===== src/rtl/vscale_mem_arbiter.sv =====
// Arbitrates a single-outstanding memory port between instruction fetch and data
// access, generating the core's wait/badmem handshakes and absorbing abandoned requests.
module vscale_mem_arbiter #(
    parameter int ADDR_WIDTH   = 32,
    parameter int XLEN         = 32,
    parameter int MAX_D_STREAK = 4
) (
    input  logic                  clk,
    input  logic                  reset,
    input  logic                  imem_req,
    input  logic [ADDR_WIDTH-1:0] imem_addr,
    output logic                  imem_wait,
    output logic [XLEN-1:0]       imem_rdata,
    output logic                  imem_badmem_e,
    input  logic                  dmem_en,
    input  logic                  dmem_wen,
    input  logic [2:0]            dmem_size,
    input  logic [ADDR_WIDTH-1:0] dmem_addr,
    input  logic [XLEN-1:0]       dmem_wdata,
    output logic                  dmem_wait,
    output logic [XLEN-1:0]       dmem_rdata,
    output logic                  dmem_badmem_e,
    output logic                  mem_req_valid,
    input  logic                  mem_req_ready,
    output logic [ADDR_WIDTH-1:0] mem_addr,
    output logic                  mem_wen,
    output logic [2:0]            mem_size,
    output logic [XLEN-1:0]       mem_wdata,
    input  logic                  mem_resp_valid,
    input  logic [XLEN-1:0]       mem_rdata,
    input  logic                  mem_resp_err
);
    typedef enum logic [1:0] {S_IDLE, S_ISSUE, S_RESP, S_DRAIN} state_t;

    localparam logic       OWN_I      = 1'b0;
    localparam logic       OWN_D      = 1'b1;
    localparam logic [2:0] FETCH_SIZE = 3'd2;
    localparam logic [3:0] MAX_STREAK = 4'(MAX_D_STREAK);

    state_t                r_state, w_state_next;
    logic                  r_owner, w_owner_next;
    logic [3:0]            r_d_streak, w_d_streak_next;
    logic [ADDR_WIDTH-1:0] r_addr, w_addr_next;
    logic                  r_wen, w_wen_next;
    logic [2:0]            r_size, w_size_next;
    logic [XLEN-1:0]       r_wdata, w_wdata_next;

    logic w_owner_req;
    logic w_grant_d;
    logic w_complete;
    logic w_i_done;
    logic w_d_done;

    assign w_owner_req = (r_owner == OWN_D) ? dmem_en : imem_req;
    // Data wins ties unless it has starved a waiting fetch for MAX_D_STREAK grants.
    assign w_grant_d   = dmem_en && (!imem_req || (r_d_streak < MAX_STREAK));

    always_ff @(posedge clk) begin
        if (reset) begin
            r_state    <= S_IDLE;
            r_owner    <= OWN_I;
            r_d_streak <= 4'd0;
            r_addr     <= '0;
            r_wen      <= 1'b0;
            r_size     <= 3'd0;
            r_wdata    <= '0;
        end else begin
            r_state    <= w_state_next;
            r_owner    <= w_owner_next;
            r_d_streak <= w_d_streak_next;
            r_addr     <= w_addr_next;
            r_wen      <= w_wen_next;
            r_size     <= w_size_next;
            r_wdata    <= w_wdata_next;
        end
    end

    always_comb begin
        w_state_next    = r_state;
        w_owner_next    = r_owner;
        w_d_streak_next = r_d_streak;
        w_addr_next     = r_addr;
        w_wen_next      = r_wen;
        w_size_next     = r_size;
        w_wdata_next    = r_wdata;
        case (r_state)
            S_IDLE: begin
                if (w_grant_d) begin
                    w_owner_next    = OWN_D;
                    w_addr_next     = dmem_addr;
                    w_wen_next      = dmem_wen;
                    w_size_next     = dmem_size;
                    w_wdata_next    = dmem_wdata;
                    w_d_streak_next = !imem_req ? 4'd0 :
                                      (r_d_streak == 4'hF) ? 4'hF : r_d_streak + 4'd1;
                    w_state_next    = S_ISSUE;
                end else if (imem_req) begin
                    w_owner_next    = OWN_I;
                    w_addr_next     = imem_addr;
                    w_wen_next      = 1'b0;
                    w_size_next     = FETCH_SIZE;
                    w_wdata_next    = '0;
                    w_d_streak_next = 4'd0;
                    w_state_next    = S_ISSUE;
                end
            end
            S_ISSUE: begin
                if (!w_owner_req)
                    w_state_next = S_IDLE;
                else if (mem_req_ready)
                    w_state_next = S_RESP;
            end
            S_RESP: begin
                // A response arriving together with the drop is consumed here, not drained.
                if (mem_resp_valid)
                    w_state_next = S_IDLE;
                else if (!w_owner_req)
                    w_state_next = S_DRAIN;
            end
            S_DRAIN: begin
                if (mem_resp_valid)
                    w_state_next = S_IDLE;
            end
            default: w_state_next = S_IDLE;
        endcase
    end

    always_comb begin
        w_complete    = !reset && (r_state == S_RESP) && mem_resp_valid;
        w_i_done      = w_complete && (r_owner == OWN_I) && imem_req;
        w_d_done      = w_complete && (r_owner == OWN_D) && dmem_en;
        imem_wait     = imem_req && !w_i_done;
        dmem_wait     = dmem_en && !w_d_done;
        imem_rdata    = mem_rdata;
        dmem_rdata    = mem_rdata;
        imem_badmem_e = w_i_done && mem_resp_err;
        dmem_badmem_e = w_d_done && mem_resp_err;
        mem_req_valid = !reset && (r_state == S_ISSUE) && w_owner_req;
        mem_addr      = r_addr;
        mem_wen       = r_wen;
        mem_size      = r_size;
        mem_wdata     = r_wdata;
    end

    a_resp_in_window: assert property (@(posedge clk) disable iff (reset)
        mem_resp_valid |-> (r_state == S_RESP || r_state == S_DRAIN));

endmodule


===== config.mk =====
export PLATFORM = sky130hd
export DESIGN_NAME = vscale_mem_arbiter
export DESIGN_NICKNAME = d
export VERILOG_FILES = /design/src/rtl/vscale_mem_arbiter.sv
export SDC_FILE = /design/constraint.sdc
export NUM_CORES = 1
export LEC_CHECK = 0
export ABC_AREA = 1
export CAP_MARGIN = 20
export CELL_PAD_IN_SITES_DETAIL_PLACEMENT = 0
export CELL_PAD_IN_SITES_GLOBAL_PLACEMENT = 1
export CORE_MARGIN = 2
export CORE_UTILIZATION = 20
export DETAILED_ROUTE_END_ITERATION = 8
export GPL_ROUTABILITY_DRIVEN = 0
export GPL_TIMING_DRIVEN = 0
export PLACE_DENSITY_LB_ADDON = 0.1
export SKIP_CTS_REPAIR_TIMING = 1
export SLEW_MARGIN = 20
export SYNTH_ARGS = -nofsm -noshare
export SYNTH_HDL_FRONTEND = slang
export SYNTH_SLANG_ARGS = --single-unit

===== constraint.sdc =====
create_clock -name clk -period 1.47 [get_ports clk]
set_clock_uncertainty 0.2 [all_clocks]
set_input_delay 0.2205 -clock clk [delete_from_list [all_inputs] [get_ports clk]]
set_output_delay 0.2205 -clock clk [all_outputs]
set_load 0.02 [all_outputs]

Word-level counts from Yosys, hierarchy flattened
Index checks and enable logic that the tools add are counted.

storage, ports and cells
  flip-flop bits (word level) = 75
  input bits = 139

cells by class
  reduce and logical (&&, ||, !) cells = 22
  equality and inequality tests = 8
  add/subtract/negate cells = 1
  bitwise operators = 1
  $lt $le $gt $ge = 1
  mux-type cells = 22

operators with widths
  operator                                                                number
  32-bit 2-to-1 mux                                                       4
  4-bit 2-to-1 mux                                                        4
  2-bit 2-to-1 mux                                                        7
  1-bit logical AND                                                       13
  3-bit inequality test (second input constant)                           3
  2-bit case mux with 4 select lines                                      1
  3-bit 2-to-1 mux                                                        2
  4-bit by 1-bit adder with 4-bit output (second input constant)          1
  2-bit equality test (second input constant)                             2
  4-bit equality test (second input constant)                             1
  1-bit zero test                                                         4
  4-bit by 3-bit < comparator with 1-bit output (second input constant)   1
  1-bit 2-to-1 mux                                                        4
  4-bit AND reduction                                                     1
  2-bit by 1-bit equality test with 1-bit output (second input constant)  1
  2-bit zero test                                                         1
  2-bit inequality test (second input constant)                           1
  2-bit AND reduction                                                     1
  2-bit nonzero test                                                      1
  1-bit logical OR                                                        1
  1-bit inverter                                                          1

Logic depth before layout (Yosys ltp)
Gate-level depths: netlist of run 1.

  word-level depth = 7
  mapped depth = 9
  mapped depth without buffers = 8

Least setup slack after synthesis of run 1
OpenSTA, ideal clock, no wires.

  path kind = flip-flop to flip-flop
  start point = reg r_state[1]
  end point = reg r_addr[10] (netlist: mem_addr[10])
  stages on the path, launching flop included = 9
  setup slack = 54 ps
  data arrival time = 1107 ps
  buffers on the path = 2
  path through = dfxtp_1 nor2_2 o21ai_4 inv_2 buf_4 buf_4 nand3_1 nand2_1 inv_1

on the way
  cells in the longest elaborated chain, start to end = 2

ends and longest elaborated chain
  what                           line  RTL
  from (decl)                    40    state_t r_state, w_state_next;
  from (signal assigned)         68    r_state <= w_state_next;
  2-bit zero test                86    case (r_state)
  2-bit AND reduction (no line)  --
  to (signal assigned)           71    r_addr <= w_addr_next;
  to (decl)                      43    logic [ADDR_WIDTH-1:0] r_addr, w_addr_next;

No other way between the ends.
A chain may end at the register's enable or synchronous reset.

Worst setup path after layout of run 1
  start point = reg r_state[0]
  end point = out imem_wait

on the way
  cells in the longest elaborated chain, start to end = 7

ends and longest elaborated chain
  what                            line  RTL
  2-bit equality test             129   w_complete = !reset && (r_state == S_RESP) && mem_resp_valid;
  1-bit logical AND (2 in a row)  129
  1-bit logical AND (2 in a row)  130   w_i_done = w_complete && (r_owner == OWN_I) && imem_req;
  1-bit zero test                 132   imem_wait = imem_req && !w_i_done;
  1-bit logical AND               132
  to (decl)                       12    output logic imem_wait,

No other way between the ends.

==> results of run 1 <==
-- how the worst max path moves through the flow --
stage,to,cells past startpoint
2_1_floorplan,mem_addr[10]$_SDFFE_PP0P_,8
3_3_place_gp,mem_req_valid,5
3_5_place_dp,mem_req_valid,5
4_1_cts,mem_req_valid,5
5_1_grt,imem_wait,5
6_report,imem_wait,5
-- stage by stage --
step	setup TNS, ns	cells	hold slack [ns]	setup slack [ns]
2_1_floorplan	0	562	0.144	0.0544
3_3_place_gp	-54.48	1038	0.252	-1.34
3_5_place_dp	-54.13	1038	0.252	-1.32
4_1_cts	-44.91	1053	0.000638	-1.33
5_1_grt	-13.76	1055	0.0305	-0.370
6_report	-6.00	1055	0.0117	-0.267
-- state kept, by name (all words and copies together), names as in the netlist --
signal,count
mem_wdata,32
r_owner,1
mem_wen,1
r_d_streak,4
mem_size,3
mem_addr,32
r_state,2
-- synth_stat cells (all sizes together), types with 2 or more instances --
cell	number	area share (%)
nand4	2	0.33
inv	45	4.5
a21oi	39	5.2
o21ai	5	0.96
dfxtp	75	40
buf	81	16
nand2	184	18
nand3	38	5.0
nor2	74	7.6
clkbuf	13	1.3
nor3	2	0.27
-- tightest hold or removal path, delay by kind of cell --
family	cells	cell delay, ns
AO/OA/AOI/OAI	1	0.05
AND/OR/NAND/NOR	1	0.08
buffers and inverters	1	0.16
-- cell families after synthesis --
logic type | synth area share, %
compound gates | 6.73
simple gates | 31.6
buf+inv | 21.5
fa+ha+maj | 0.331
flops | 39.8
-- where the power goes --
group | internal, W | switching [W]
sequential | 0.00231 | 0.000135
combinational | 0.00131 | 0.00143
clock | 0.00122 | 0.000871
-- per-layer routing --
layer | track usage (%) | part of all wire, %
met1 | 15.2 | 42
met2 | 22.3 | 48
met3 | 4.49 | 7.9
met4 | 4.37 | 1.6
met5 | 0 | 0.082
-- final cells by class --
| cell class | count | area, um2 | share of cell area [%] |
|---|---|---|---|
| plain buffers | 94 | 673 | 9.59 |
| multi-input cells | 348 | 1490 | 21.2 |
| clock inverters | 4 | 26.3 | 0.374 |
| clock buffers | 11 | 253 | 3.60 |
| inverters | 45 | 169 | 2.41 |
| flip-flops and latches | 75 | 1510 | 21.5 |
| well taps | 234 | 293 | 4.17 |
| repair buffers | 244 | 2610 | 37.1 |
==> impl_metrics.py, run 1 <==
metrics = {
    "sta": {
        "worst_pin_slew_ns": 0.510,
        "max_slew_margin_pct": 66.0,
        "setup_slack_ns": -0.267,
        "hold_violations": 0,
        "slew_viol_final": 0,
        "min_period_ns": 1.74,
        "fmax_mhz": 576,
        "finalCritPeriodShare_pct": 118,
        "grt_setup_unrepaired": "yes",
        "setup_violations": 50,
    },
    "worst_setup_path": {
        "critical_path.startpoint_type": "flip-flop",
        "crit_slowest_cell": "dfxtp_2",
        "slowest_delay_ns": 0.33,
        "cp_data_required_time_ns": 1.05,
        "cp.arrival_ns": 1.32,
        "worstSetupStartpoint": "r_state[0]$_SDFFE_PP0P_",
        "cp_top_family": "flip-flops",
        "crit_fanout": 4,
        "worstSetupPathType": "reg -> out",
        "worstRegToRegCells": 8,
        "end_kind": "primary output",
        "crit_buf_inv": 3,
        "timing.rr.end": "mem_addr[12]$_SDFFE_PP0P_",
        "ff2ff_setup_slack_ns": -0.17,
        "reg2reg_from": "r_state[1]$_SDFFE_PP0P_",
        "worstPathCellList": "inv_2 -> nand4_1 -> o21ai_1 -> inv_1 -> buf_6",
    },
    "drt": {
        "avgRoutedWirePerCell_um": 12.7,
        "routed_wl_mm": 13.4,
        "vias": 4153,
        "ant_nets": 0,
        "drt_first_iter_violations": 106,
        "route.detailed.drc": 0,
        "viasPerCell": 3.94,
        "dr.pass1.iters": 4,
    },
    "hold_path": {
        "hold_depth": 3,
        "min_from": "imem_req",
        "hp-class": "in -> reg",
        "min_to": "r_d_streak[2]$_SDFFE_PP0P_",
    },
    "synth": {
        "ys_seq_area_share_pct": 39.8,
        "yosys_warnings": 0,
        "synth_cells": 562,
        "syn-cell-area_um2": 3770,
        "synthArstFlopShare_pct": 0,
        "ys_types": 24,
        "syn_area_per_cell_um2": 6.72,
        "synthFlopType": "dfxtp_1",
        "syn_nets": 702,
        "synth_edf_count": 0,
        "ys_ff_latch": 75,
    },
    "floorplanning": {
        "die_h_um": 141,
        "rows": 50,
        "pin_count": 276,
        "core_um2": 18600,
        "start_util_pct": 20.2,
        "dieArea_um2": 20000,
        "die_w_um": 141,
    },
    "status": {
        "violations": "negative setup slack",
        "status": "finished, violations left",
    },
    "grt": {
        "grt_overflow": 0,
        "grt_usage_pct": 13.0,
        "first_global_vias": 4076,
        "grt_max_degree": 13,
        "antenna_found_initial": 1,
        "grt_pass1_wl_mm": 20.6,
    },
    "cells_and_area": {
        "final_cell_mix": "nand2_1 (181), clkdlybuf4s50_1 (167), buf_4 (78)",
        "diodes": 0,
        "syn_to_final_growth_pct": 85.9,
        "nFillCells": 1994,
        "final_area_um2": 7020,
        "nNetsFinal": 957,
        "drive_gt1_share_pct": 15.7,
        "mostFrequentLayoutCell": "nand2_1",
        "post-route-util_pct": 37.7,
    },
    "pwr": {
        "power_per_cell_area_nw_per_um2": 1040,
        "peakVddDrop_mv": 0.629,
        "p_leak_nw": 4.16,
        "p_total_w": 0.00727,
    },
    "clock_network": {
        "cts_tree": "done",
        "clk_latency_ns": 0.34,
        "cts_num_sinks": 75,
        "h-tree-depth": 3,
        "cts-root-buf": "clkbuf_16",
        "cts_made_buffers": 9,
        "cts.clk_slew.worst_paths_ns": 0.06,
        "cts.path.max_buffers": 2,
    },
    "job": {
        "maxCapViolations": 0,
    },
    "placed_design": {
        "port_buffers": 242,
        "hpwl_mm": 10.3,
        "place_area_um2": 6490,
    },
}
Power figures use the tool's default switching activity.
==> run 2: changes to the inputs <==
--- a/config.mk
+++ b/config.mk
@@ -7,7 +7,7 @@
 export LEC_CHECK = 0
 export ABC_AREA = 1
 export CAP_MARGIN = 20
-export CELL_PAD_IN_SITES_DETAIL_PLACEMENT = 0
+export CELL_PAD_IN_SITES_DETAIL_PLACEMENT = 1
 export CELL_PAD_IN_SITES_GLOBAL_PLACEMENT = 1
 export CORE_MARGIN = 2
 export CORE_UTILIZATION = 20
==> constraint.sdc (replaced) <==
create_clock -name clk -period 1.47 [get_ports clk]
set_clock_uncertainty 0.2 [all_clocks]
set_input_delay 0.2205 -clock clk [delete_from_list [all_inputs] [get_ports clk]]
set_output_delay 0.2205 -clock clk [all_outputs]
set_load 0.01 [all_outputs]
==> run 2 against run 1 <==
The flow still finishes with violations (negative setup slack); first-iteration DRC count is 43% lower; register-to-register slack hardly changed; critical endpoint is now dmem_badmem_e; flip-flop and latch count unchanged; global-route usage up 1.1 points; via count rose by 4.9%; fmax is 2.7% lower.
==> impl_metrics.py, run 2 (synthesis results as in run 1) <==
metrics = {
    "status": {
        "status": "finished, violations left",
        "violations": "negative setup slack",
    },
    "sta": {
        "finalCritPeriodShare_pct": 121,
        "setup_slack_ns": -0.315,
        "fmax_mhz": 560,
        "worst_pin_slew_ns": 0.527,
        "slew_viol_final": 0,
        "grt_setup_unrepaired": "yes",
        "min_period_ns": 1.78,
        "hold_violations": 0,
        "finalSetupTns_ns": -7.21,
        "hold_ws_ns": 0.00729,
        "setup_violations": 67,
        "max_slew_margin_pct": 64.9,
    },
    "clock_network": {
        "h-tree-depth": 3,
        "cts.path.max_buffers": 2,
        "cts-root-buf": "clkbuf_16",
        "cts.clk_slew.worst_paths_ns": 0.06,
        "cts_made_buffers": 9,
        "cts_tree": "done",
        "cts_num_sinks": 75,
        "clk_latency_ns": 0.34,
    },
    "cells_and_area": {
        "drive_gt1_share_pct": 15.9,
        "syn_to_final_growth_pct": 86.8,
        "nNetsFinal": 960,
        "diodes": 0,
        "nFillCells": 2256,
        "final_cells": 1059,
        "final_cell_mix": "nand2_1 (182), clkdlybuf4s50_1 (168), dfxtp_1 (73)",
        "mostFrequentLayoutCell": "nand2_1",
    },
    "pwr": {
        "peakVddDrop_mv": 0.616,
        "power_per_cell_area_nw_per_um2": 1020,
        "comb_power_share_pct": 34.9,
        "p_leak_nw": 4.16,
        "intPower_w": 0.00493,
        "clkPwrFrac_pct": 31.1,
        "power_switching_w": 0.00226,
        "swShare_pct": 31.4,
        "pwr-share-seq_pct": 34.0,
    },
    "drt": {
        "avgRoutedWirePerCell_um": 13.9,
        "viasPerCell": 4.11,
        "dr.pass1.iters": 4,
        "routed_wl_mm": 14.7,
        "vias": 4356,
        "drt_first_iter_violations": 60,
        "ant_nets": 0,
        "route.detailed.drc": 0,
    },
    "placed_design": {
        "hpwl_mm": 11.5,
        "port_buffers": 242,
        "post-place-cells": 1038,
    },
    "grt": {
        "grt_pass1_wl_mm": 22.4,
        "antenna_found_initial": 0,
        "grt_usage_pct": 14.0,
        "grt_max_degree": 15,
        "first_global_vias": 4570,
        "grt_overflow": 0,
    },
    "worst_setup_path": {
        "end_kind": "primary output",
        "crit_fanout": 3,
        "worstRegToRegCells": 8,
        "slowest_delay_ns": 0.33,
        "crit_slowest_cell": "dfxtp_2",
        "worstSetupPathType": "reg -> out",
        "worstPathCellList": "inv_2 -> nand4_1 -> buf_4 -> buf_6 -> nor3_2 -> buf_2",
        "ff2ff_setup_slack_ns": -0.17,
        "cp_data_required_time_ns": 1.05,
        "worstSetupStartpoint": "r_state[0]$_SDFFE_PP0P_",
        "reg2reg_from": "r_state[1]$_SDFFE_PP0P_",
        "critical_path.startpoint_type": "flip-flop",
        "timing.rr.end": "mem_addr[17]$_SDFFE_PP0P_",
        "cp.arrival_ns": 1.36,
    },
    "floorplanning": {
        "die_w_um": 141,
        "pin_count": 276,
        "dieArea_um2": 20000,
        "die_h_um": 141,
        "rows": 50,
        "start_util_pct": 20.2,
        "core_um2": 18600,
    },
    "hold_path": {
        "min_to": "r_d_streak[2]$_SDFFE_PP0P_",
        "min_from": "imem_req",
        "hp-class": "in -> reg",
        "hold_depth": 3,
    },
    "job": {
        "maxCapViolations": 0,
    },
}
-- run 2: how the worst max path moves through the flow --
stage                                endpoint  slack (ns)  cells past startpoint
floorplan           mem_addr[10]$_SDFFE_PP0P_        0.05                      8
global placement                mem_req_valid       -1.28                      5
detailed placement              mem_req_valid       -1.28                      5
CTS                             mem_req_valid       -1.28                      5
global route                    mem_req_valid       -0.40                      6
finish                          dmem_badmem_e       -0.31                      6
-- run 2: layout make-up --
cell class              count  area, um2  share of cell area [%]
repair buffers            247       2610                    37.0
flip-flops and latches     75       1500                    21.3
multi-input cells         348       1480                    21.0
plain buffers              94        689                    9.78
well taps                 234        293                    4.15
clock buffers               9        225                    3.19
inverters                  45        169                    2.40
clock inverters             7       75.1                    1.06
-- run 2: layer usage --
metal / wire length (um) / GRT usage [%]
met1: 5940 / 15.3
met2: 7620 / 26.1
met3: 976 / 4.22
met4: 172 / 4.37
met5: 0 / 0
-- run 2: critical path: cells and delay by family (launching register included) --
| kind | cells | cell delay, ns |
|---|---|---|
| buf+inv | 4 | 0.49 |
| flops | 1 | 0.33 |
| simple gates | 2 | 0.20 |
-- run 2: through the flow --
step	area, um2	utilization (%)	setup WS (ns)	total power (W)
3_3_place_gp	6490	34.8	-1.28	0.00498
2_1_floorplan	3770	-	0.0544	0.00371
4_1_cts	6790	36.4	-1.28	0.00737
3_5_place_dp	6490	34.8	-1.28	0.00505
5_1_grt	7050	37.8	-0.399	0.00769
6_report	7050	37.8	-0.315	0.00719
-- run 2: power by group through the flow --
stage / clock network, W / registers [W] / logic, W
3_5_place_dp: 0 / 0.00250 / 0.00256
4_1_cts: 0.00235 / 0.00245 / 0.00257
5_1_grt: 0.00241 / 0.00248 / 0.00279
3_3_place_gp: 0 / 0.00248 / 0.00249
6_report: 0.00224 / 0.00245 / 0.00251
2_1_floorplan: 0 / 0.00260 / 0.00111
==> run 3: changes to the inputs <==
--- a/config.mk
+++ b/config.mk
@@ -11,9 +11,9 @@
 export CELL_PAD_IN_SITES_GLOBAL_PLACEMENT = 1
 export CORE_MARGIN = 2
 export CORE_UTILIZATION = 20
+export CTS_BUF_LIST = sky130_fd_sc_hd__clkbuf_4
 export DETAILED_ROUTE_END_ITERATION = 8
 export GPL_ROUTABILITY_DRIVEN = 0
-export GPL_TIMING_DRIVEN = 0
 export PLACE_DENSITY_LB_ADDON = 0.1
 export SKIP_CTS_REPAIR_TIMING = 1
 export SLEW_MARGIN = 20
==> run 3 against run 2 <==
The run still ends with negative setup slack left; non-clock buffer count down 110; wire length up 0.80%; combinational power up 27%.
==> impl_metrics.py, run 3 (synthesis results as in run 1) <==
metrics = {
    "sta": {
        "min_period_ns": 1.97,
        "grt_setup_unrepaired": "yes",
        "setup_slack_ns": -0.502,
        "worst_pin_slew_ns": 0.812,
        "hold_violations": 0,
        "setup_violations": 76,
        "finalCritPeriodShare_pct": 134,
        "slew_viol_final": 0,
        "max_slew_margin_pct": 45.9,
        "fmax_mhz": 507,
    },
    "cells_and_area": {
        "drive_gt1_share_pct": 43.4,
        "nNetsFinal": 851,
        "final_cell_mix": "nand2_1 (141), clkdlybuf4s50_1 (105), clkbuf_2 (51)",
        "nFillCells": 2233,
        "diodes": 0,
        "final_area_um2": 6670,
        "mostFrequentLayoutCell": "nand2_1",
        "post-route-util_pct": 35.8,
        "syn_to_final_growth_pct": 76.6,
    },
    "drt": {
        "drt_first_iter_violations": 117,
        "routed_wl_mm": 14.8,
        "route.detailed.drc": 0,
        "ant_nets": 0,
        "viasPerCell": 4.19,
        "avgRoutedWirePerCell_um": 15.6,
        "vias": 3984,
        "dr.pass1.iters": 4,
    },
    "clock_network": {
        "cts_made_buffers": 9,
        "cts_tree": "done",
        "cts_num_sinks": 75,
        "clk_latency_ns": 0.45,
        "h-tree-depth": 3,
        "cts.clk_slew.worst_paths_ns": 0.13,
        "cts-root-buf": "clkbuf_4",
        "cts.path.max_buffers": 2,
    },
    "status": {
        "violations": "negative setup slack",
        "status": "finished, violations left",
    },
    "floorplanning": {
        "start_util_pct": 20.2,
        "rows": 50,
        "dieArea_um2": 20000,
        "die_w_um": 141,
        "die_h_um": 141,
        "pin_count": 276,
        "core_um2": 18600,
    },
    "worst_setup_path": {
        "crit_fanout": 3,
        "cp_data_required_time_ns": 1.05,
        "cp.arrival_ns": 1.55,
        "worstSetupPathType": "reg -> out",
        "end_kind": "primary output",
        "critical_path.startpoint_type": "flip-flop",
    },
    "pwr": {
        "peakVddDrop_mv": 0.432,
        "p_leak_nw": 3.25,
        "power_per_cell_area_nw_per_um2": 1060,
    },
    "hold_path": {
        "hp-class": "in -> reg",
    },
    "grt": {
        "first_global_vias": 3950,
        "antenna_found_initial": 0,
        "grt_usage_pct": 12.4,
        "grt_pass1_wl_mm": 19.6,
        "grt_max_degree": 51,
        "grt_overflow": 0,
    },
    "placed_design": {
        "port_buffers": 179,
        "hpwl_mm": 9.11,
        "place_area_um2": 5440,
    },
    "job": {
        "maxCapViolations": 0,
    },
}
run 3: cell types whose count changed in the layout (fill, tap and decap cells not counted), sizes merged:
cell	previous run	this run
clkbuf	27	72
clkinvlp	3	1
clkdlybuf4s50	168	105
clkinv	1	4
dlymetal6s2s	69	15
dlygate4sd3	0	1
buf	86	50
inv	47	44
run 3: area by class of cell:
cell class                 count  area [um2]  area share [%]
clock buffer                  12        90.1            1.35
clock inverter                 4        51.3           0.769
inverter                      45         179            2.68
multi-input combinational    348        2200            33.1
sequential                    75        1540            23.1
tap                          234         293            4.39
timing repair buffer         231        2300            34.4
timing repair inverter         1        16.3           0.244
run 3: final timing paths:
path	from	cells past startpoint	slack (ns)	to
setup / recovery	r_state[0]$_SDFFE_PP0P_	7	-0.50	imem_wait
hold / removal	dmem_wdata[31]	3	0.11	mem_wdata[31]$_SDFFE_PP0P_
setup reg to reg	r_state[1]$_SDFFE_PP0P_	11	-0.21	mem_addr[0]$_SDFFE_PP0P_
hold reg to reg	mem_wdata[1]$_SDFFE_PP0P_	2	0.28	mem_wdata[1]$_SDFFE_PP0P_
run 3: through the flow:
| stage | setup TNS, ns | hold slack [ns] | std cells | worst slack (ns) | power (W) |
|---|---|---|---|---|---|
| 2_1_floorplan | 0 | 0.144 | 562 | 0.0544 | 0.00371 |
| 6_report | -11.91 | 0.107 | 950 | -0.502 | 0.00708 |
| 3_5_place_dp | -39.02 | 0.241 | 905 | -0.688 | 0.00471 |
| 5_1_grt | -17.05 | 0.0634 | 950 | -0.650 | 0.00756 |
| 3_3_place_gp | -36.33 | 0.241 | 905 | -0.680 | 0.00466 |
| 4_1_cts | -43.21 | -0.0707 | 921 | -0.838 | 0.00615 |
run 3: worst max-delay path, cell delays in order (launching register included):
cell and delay [ns]:
dfxtp_2 0.34, inv_2 0.06, nand4_1 0.11, buf_4 0.18
buf_4 0.13, o21ai_2 0.12, inv_1 0.05, clkbuf_2 0.12
run 3: routing by layer:
metal / vias to the layer above / routed length, um / global-route usage, %
met3: 16 / 1150 / 5.06
met2: 140 / 7280 / 21.7
met1: 1875 / 6230 / 13.5
li1: 1953 / - / -
met5: - / 0 / 0
met4: 0 / 168 / 4.32
run 3: power by group:
group | switching [W] | internal (W)
combinational | 0.00160 | 0.00159
sequential | 0.000190 | 0.00233
clock | 0.000784 | 0.000577
total | 0.00257 | 0.00450
